`config.mk`:
```
export PLATFORM = sky130hd
export DESIGN_NAME = seqgen_tx_flat
export DESIGN_NICKNAME = d
export VERILOG_FILES = /design/src/rtl/seqgen_pkg.sv /design/src/rtl/seqgen_tx_if.sv /design/src/rtl/seqgen_shreg.sv /design/src/rtl/seqgen_tx.sv /design/src/flat_wrapper.sv
export SDC_FILE = /design/constraint.sdc
export NUM_CORES = 1
export LEC_CHECK = 0
export CAP_MARGIN = 0
export CORE_UTILIZATION = 51
export CTS_CLUSTER_DIAMETER = 200
export CTS_CLUSTER_SIZE = 25
export DETAILED_ROUTE_END_ITERATION = 12
export PLACE_DENSITY = 0.79
export SLEW_MARGIN = 5
export SYNTH_ARGS = -nofsm -noshare
export SYNTH_HDL_FRONTEND = slang
export SYNTH_SLANG_ARGS = --single-unit
```
`constraint.sdc`:
```
create_clock -name clk -period 2.05 [get_ports clk]
set_input_delay 0.41 -clock clk [delete_from_list [all_inputs] [get_ports clk]]
set_output_delay 0.41 -clock clk [all_outputs]
set_load 0.02 [all_outputs]
```
`src/rtl/seqgen_pkg.sv`:
```
// Shared state codes and default sizing for the sequence generator and detector blocks.
// Bench monitors decode stat through state_t.
package seqgen_pkg;

   localparam int WIDTH_DEF = 8;
   localparam int LEN_W_DEF = 3;

   typedef enum logic [1:0] {
      IDLE  = 2'd0,
      SHIFT = 2'd1,
      DONE  = 2'd2
   } state_t;

endpackage

```
`src/rtl/seqgen_tx_if.sv`:
```
// Parallel-load / serial-out bus of seqgen_tx. Master drives the pattern, slave is the transmitter.
// rpt exists only when SEQGEN_REPEAT_EN is defined.
interface seqgen_tx_if
   import seqgen_pkg::*;
#(
   parameter int WIDTH = WIDTH_DEF,
   parameter int LEN_W = LEN_W_DEF
);
   logic             start;
   logic [WIDTH-1:0] pat;
   logic [LEN_W-1:0] len;
`ifdef SEQGEN_REPEAT_EN
   logic             rpt;
`endif
   logic             dout;
   logic             dvld;
   logic             busy;
   logic             done;
   logic [1:0]       stat;

   modport master (
      output start, pat, len,
`ifdef SEQGEN_REPEAT_EN
      output rpt,
`endif
      input  dout, dvld, busy, done, stat
   );

   modport slave (
      input  start, pat, len,
`ifdef SEQGEN_REPEAT_EN
      input  rpt,
`endif
      output dout, dvld, busy, done, stat
   );
endinterface

```
`src/rtl/seqgen_shreg.sv`:
```
// Left-aligning loadable shift register with a bit down-counter.
// len is clamped to WIDTH-1 so the MSB always holds the first bit to send.
module seqgen_shreg #(
   parameter int WIDTH = 8,
   parameter int LEN_W = 3
) (
   input  logic             clk,
   input  logic             clr,
   input  logic             load,
   input  logic             shift,
   input  logic [WIDTH-1:0] data,
   input  logic [LEN_W-1:0] len,
   output logic             msb,
   output logic             zero
);
   localparam logic [LEN_W-1:0] LEN_MAX = LEN_W'(WIDTH - 1);

   logic [WIDTH-1:0] sreg;
   logic [LEN_W-1:0] cnt;
   logic [LEN_W-1:0] len_c;
   logic [LEN_W-1:0] sh;

   always_comb begin
      len_c = (len > LEN_MAX) ? LEN_MAX : len;
      sh    = LEN_MAX - len_c;
   end

   // Zero fill means the register is empty once the last bit has left,
   // so msb drives the line low in DONE and IDLE without extra gating.
   always_ff @(posedge clk) begin
      if (clr) begin
         sreg <= '0;
         cnt  <= '0;
      end else if (load) begin
         sreg <= data << sh;
         cnt  <= len_c;
      end else if (shift) begin
         sreg <= sreg << 1;
         if (!zero) cnt <= cnt - 1'b1;
      end
   end

   assign msb  = sreg[WIDTH-1];
   assign zero = (cnt == '0);
endmodule

```
`src/rtl/seqgen_tx.sv`:
```
// Serial bit-sequence transmitter, MSB-first, one bit per clock, all outputs registered.
// Optional SEQGEN_REPEAT_EN adds rpt: back-to-back replay of the captured pattern.
//
// state | meaning
// IDLE  | line low, waiting for start
// SHIFT | dout carries a pattern bit, dvld high
// DONE  | one-cycle done pulse, then IDLE
module seqgen_tx
   import seqgen_pkg::*;
#(
   parameter int WIDTH = WIDTH_DEF,
   parameter int LEN_W = LEN_W_DEF
) (
   input logic        clk,
   input logic        clr,
   seqgen_tx_if.slave bus
);
   state_t           state, state_nx;
   logic             load, shift, msb, zero;
   logic [WIDTH-1:0] ld_data;
   logic [LEN_W-1:0] ld_len;
   logic             dvld_q, busy_q, done_q;

`ifdef SEQGEN_REPEAT_EN
   logic [WIDTH-1:0] pat_hold;
   logic [LEN_W-1:0] len_hold;

   always_ff @(posedge clk) begin
      if (clr) begin
         pat_hold <= '0;
         len_hold <= '0;
      end else if (state == IDLE && bus.start) begin
         pat_hold <= bus.pat;
         len_hold <= bus.len;
      end
   end
`endif

   always_comb begin
      state_nx = state;
      load     = 1'b0;
      shift    = 1'b0;
      ld_data  = bus.pat;
      ld_len   = bus.len;
      case (state)
         IDLE: begin
            if (bus.start) begin
               load     = 1'b1;
               state_nx = SHIFT;
            end
         end
         SHIFT: begin
            shift = 1'b1;
            if (zero) begin
`ifdef SEQGEN_REPEAT_EN
               if (bus.rpt) begin
                  load    = 1'b1;
                  ld_data = pat_hold;
                  ld_len  = len_hold;
               end else begin
                  state_nx = DONE;
               end
`else
               state_nx = DONE;
`endif
            end
         end
         DONE: state_nx = IDLE;
         default: begin
            // Unused code: flush the datapath on the way back to IDLE.
            state_nx = IDLE;
            load     = 1'b1;
            ld_data  = '0;
            ld_len   = '0;
         end
      endcase
   end

   always_ff @(posedge clk) begin
      if (clr) begin
         state  <= IDLE;
         dvld_q <= 1'b0;
         busy_q <= 1'b0;
         done_q <= 1'b0;
      end else begin
         state  <= state_nx;
         dvld_q <= (state_nx == SHIFT);
         busy_q <= (state_nx == SHIFT) || (state_nx == DONE);
         done_q <= (state_nx == DONE);
      end
   end

   seqgen_shreg #(.WIDTH(WIDTH), .LEN_W(LEN_W)) u_shreg (
      .clk   (clk),
      .clr   (clr),
      .load  (load),
      .shift (shift),
      .data  (ld_data),
      .len   (ld_len),
      .msb   (msb),
      .zero  (zero)
   );

   assign bus.dout = msb;
   assign bus.dvld = dvld_q;
   assign bus.busy = busy_q;
   assign bus.done = done_q;
   assign bus.stat = state;
endmodule

```
`src/flat_wrapper.sv`:
```
// flat-port wrapper written by rule: the top's interface ports become plain ports
module seqgen_tx_flat import seqgen_pkg::*;
#(
   parameter int WIDTH = WIDTH_DEF,
   parameter int LEN_W = LEN_W_DEF
)
  (clk, clr, bus_start, bus_pat, bus_len, bus_dout, bus_dvld, bus_busy, bus_done, bus_stat);
  seqgen_tx_if #(.WIDTH(WIDTH), .LEN_W(LEN_W)) bus_i ();
  input logic clk;
  input logic clr;
  input wire logic [$bits(bus_i.start)-1:0] bus_start;
  input wire logic [$bits(bus_i.pat)-1:0] bus_pat;
  input wire logic [$bits(bus_i.len)-1:0] bus_len;
  output wire logic [$bits(bus_i.dout)-1:0] bus_dout;
  output wire logic [$bits(bus_i.dvld)-1:0] bus_dvld;
  output wire logic [$bits(bus_i.busy)-1:0] bus_busy;
  output wire logic [$bits(bus_i.done)-1:0] bus_done;
  output wire logic [$bits(bus_i.stat)-1:0] bus_stat;
  assign bus_i.start = bus_start;
  assign bus_i.pat = bus_pat;
  assign bus_i.len = bus_len;
  assign bus_dout = bus_i.dout;
  assign bus_dvld = bus_i.dvld;
  assign bus_busy = bus_i.busy;
  assign bus_done = bus_i.done;
  assign bus_stat = bus_i.stat;
  seqgen_tx #(.WIDTH(WIDTH), .LEN_W(LEN_W)) u_core (.clk(clk), .clr(clr), .bus(bus_i));
endmodule
```
==> results.md <==
- H-Tree Depth: 1
- Critical path's slowest cell: clkdlybuf4s50_1
- R2R setup slack: 0.33 ns
- Total wire length: 2.258 mm
- Syn nets: 138
- Pwr/cell area: 721.8 nW/um^2
- Synth Area in Simple Gates: slightly below 20%
- Final std cells w/o fill: between 150 and 200
- IO buf count: 19
- Slew Limit Fails: 0
- GR Overflow Total: 0
- Fin crit period: between 1.5 and 2 ns
- Die Span X: 47.37 um
- Critical Path Fanout Max: 5
- Syn. warnings: 0
- CTS Buf Count: 3
- Routability-driven placement congestion ratio: 0.8157
- DR iter-0 viols: 41
- Worst slew pin tran: 0.3772 ns
- Cell Chain, Critical Path: clkdlybuf4s50_1
- Synthesized-area fraction occupied by adder cells: 8.343%
- Final Cycle Share: about 85%
- Ys async rst share: 0%
- Largest delay share family, worst path: buffers and inverters
- Fmax: 573.5 MHz
- Post-Route Utilization: 67.78%
- Top Ports: 20
- Status: finished, final reports clean
- Lkg Pwr: 0.5501 nW
- DP Cell Count: 163
- Largest family of logic cells by synthesized area: multiplexers
- Layout cells sized above 1: 14.29%
- Crit Path Class: reg -> out
- Avg Cell Area, Syn: 8.972 sq um
- Drt drc: 0
- # diodes: 0
- Most common cell after layout, fill and taps aside: clkdlybuf4s50_1
- Syn-to-layout area delta: 25.39%
- Final instance area: 1316 sq um
- Max-cap violation count: 0
- Multiplexer area fraction after synthesis: between 10% and 20%
- EDFF count, synth: 0
- CTS resizes: 0
- Post-route clock skew: 0.01348 ns
- Mapped cell area: 1050 sq um
- Nets: 162
- First-pass GRT wire length: 3.636 mm
- Synth Flop Type: dfxtp_1
- Most frequent cells in the layout: clkdlybuf4s50_1 (19), dfxtp_1 (16), mux2i_1 (13), nand2_1 (12), inv_1 (8)
- Worst EP required: 1.64 ns
- Final Hold Viols: 0
- Initial Util: 54.06%
- Critical Path Start Type: register
- Relative slew slack: 74.77%
- Count of cell types in the netlist: 34
- Number of detailed-route iterations in the first pass: 4
- Worst path bufs/invs: 1
- Hold EP: u_core.u_shreg.sreg[0]
- Via density: 5.557
- Cell count after synthesis: 117
- Reg2Reg Depth: 6
- Sequential fraction of the synthesis area: 30.51%
- Row count: 16
- Min-Delay Startpoint: u_core.u_shreg.sreg[0]
- Critical path arrival: 1.33 ns
- Clock latency on the worst-skew pair: roughly 0.3 ns
- Root Driver: clkbuf_4
- GRT Total Usage: roughly 23%
- Final Setup Violations: 0
- Slowest stage delay, CP: between 0.6 and 0.7 ns
- TritonCTS clock tree: done
- Drt wl/cell: about 14 um
- RSZ-0062 raised after global routing: no
- Setup TNS: 0 ns
- Hold buffer count at cts: 0
- Vias in the first global route: around 850
- FF-to-FF End: u_core.u_shreg.sreg[6]
- CP endpoint kind: output pin
- Maximum clock path buffer count: 2
- Post-DP HPWL: 1.783 mm
- #FFs+latches synth: 16
- DR vias: between 900 and 1000
- Final ANT Viol Nets: 0
- Die ar.: between 2000 and 2500 sq um
- Post-Synth XOR/XNOR Area: less than 1%
- Clock-pin slew on the worst setup and hold paths: 0.11 ns
- Die height: 47.37 um
- R2r startpoint: u_core.bus.stat[0]
- Post-CTS Setup Inserts: 0
- Synth Area in Compound Gates: roughly 13%
- WHS Path Cells: 2
- # clock sinks: 16
- Largest net degree at the start of global routing: 11
- Initial antenna violation count: 0
- Placed cell areas: 1280 sq um
- Maximum vdd drop: approximately 0.50 mV
- CORE AREA: 1942 sq um
- Hold Path Class: reg -> reg
## power breakdown
part	internal [mW]	switching, mW	total, mW
logic	0.180	0.182	0.362
registers	0.353	0.0208	0.373
clock network	0.108	0.106	0.214
total	0.641	0.310	0.950
## logic make-up (layout without fill, tap and decap cells)
logic type      count (synthesis)  in the layout
compound gates                 20             20
xor+xnor                        1              1
fa+ha+maj                       7              7
buf+inv                        15             38
flops                          16             16
mux                            19             19
simple gates                   39             39
## synthesized netlist by cell type, drive strengths merged, types with 2 or more instances
cell type  count  area, sq um
and2           2        15.02
mux2i         13        130.1
nor2b          7        43.79
o32ai          2        17.52
a211oi         2        15.01
mux2           5        56.30
nor2           7        26.28
clkbuf         2        7.510
o21ai          2        10.01
buf            5        38.78
nand2b         3        18.77
ha             7        87.58
a311oi         2        17.52
nand3          2        10.01
a22oi          2        15.01
dfxtp         16        320.3
nand2         12        45.04
o211ai         2        15.01
inv            8        30.03
a21oi          5        25.02
## registers in the layout, summed over array words and instances (netlist names)
name and flops:
u_core.bus.busy 1, u_core.u_shreg.cnt 3, u_core.bus.stat 2, u_core.u_shreg.sreg 8
u_core.bus.done 1, u_core.bus.dvld 1
## layer usage
metal,up-vias,global-route usage [%],wire length (um)
met5,-,0,0
met2,33,39.73,1114
met1,434,29.86,1022
li1,458,-,-
met4,0,6.286,18
met3,3,3.462,102
## worst max path at each step
stage,from,slack [ns],depth (start not counted),endpoint
final,u_core.bus.stat[0],0.31,1,bus_stat[0]
after floorplan,u_core.bus.stat[1],0.20,7,u_core.u_shreg.sreg[5]
after detailed placement,bus_len[0],0.11,5,u_core.u_shreg.sreg[7]
after CTS,u_core.bus.stat[0],0.30,1,bus_stat[0]
after global placement,bus_len[2],0.18,5,u_core.u_shreg.sreg[0]
after global routing,u_core.bus.stat[1],0.21,8,u_core.bus.dvld
## final cells by class
type	instances	area (sq um)
Sequential cell	16	320.3
Multi-Input combinational cell	86	653.1
Clock buffer	4	36.28
Timing Repair Buffer	26	242.7
Tap cell	27	33.78
Fill cell	160	625.6
Inverter	8	30.03
## worst reg2reg max path, delay by kind of cell, from the launching register on
family,cells,cell delay [ns]
buffers and inverters,1,0.07
AO/OA/AOI/OAI,1,0.10
AND/OR/NAND/NOR,3,0.78
adder cells (fa/ha/maj),1,0.28
flip-flops,1,0.42
## through the flow
| step | hold slack [ns] | setup slack, ns | power [mW] |
|---|---|---|---|
| after floorplan | 0.4555 | 0.1990 | 0.6261 |
| after global placement | 0.4685 | 0.1776 | 0.7253 |
| after detailed placement | 0.4843 | 0.1088 | 0.7405 |
| after CTS | 0.5046 | 0.2953 | 0.9538 |
| after global routing | 0.5311 | 0.2070 | 1.009 |
| final | 0.5054 | 0.3062 | 0.9501 |
No activity file was read; power rests on OpenSTA's default activity.
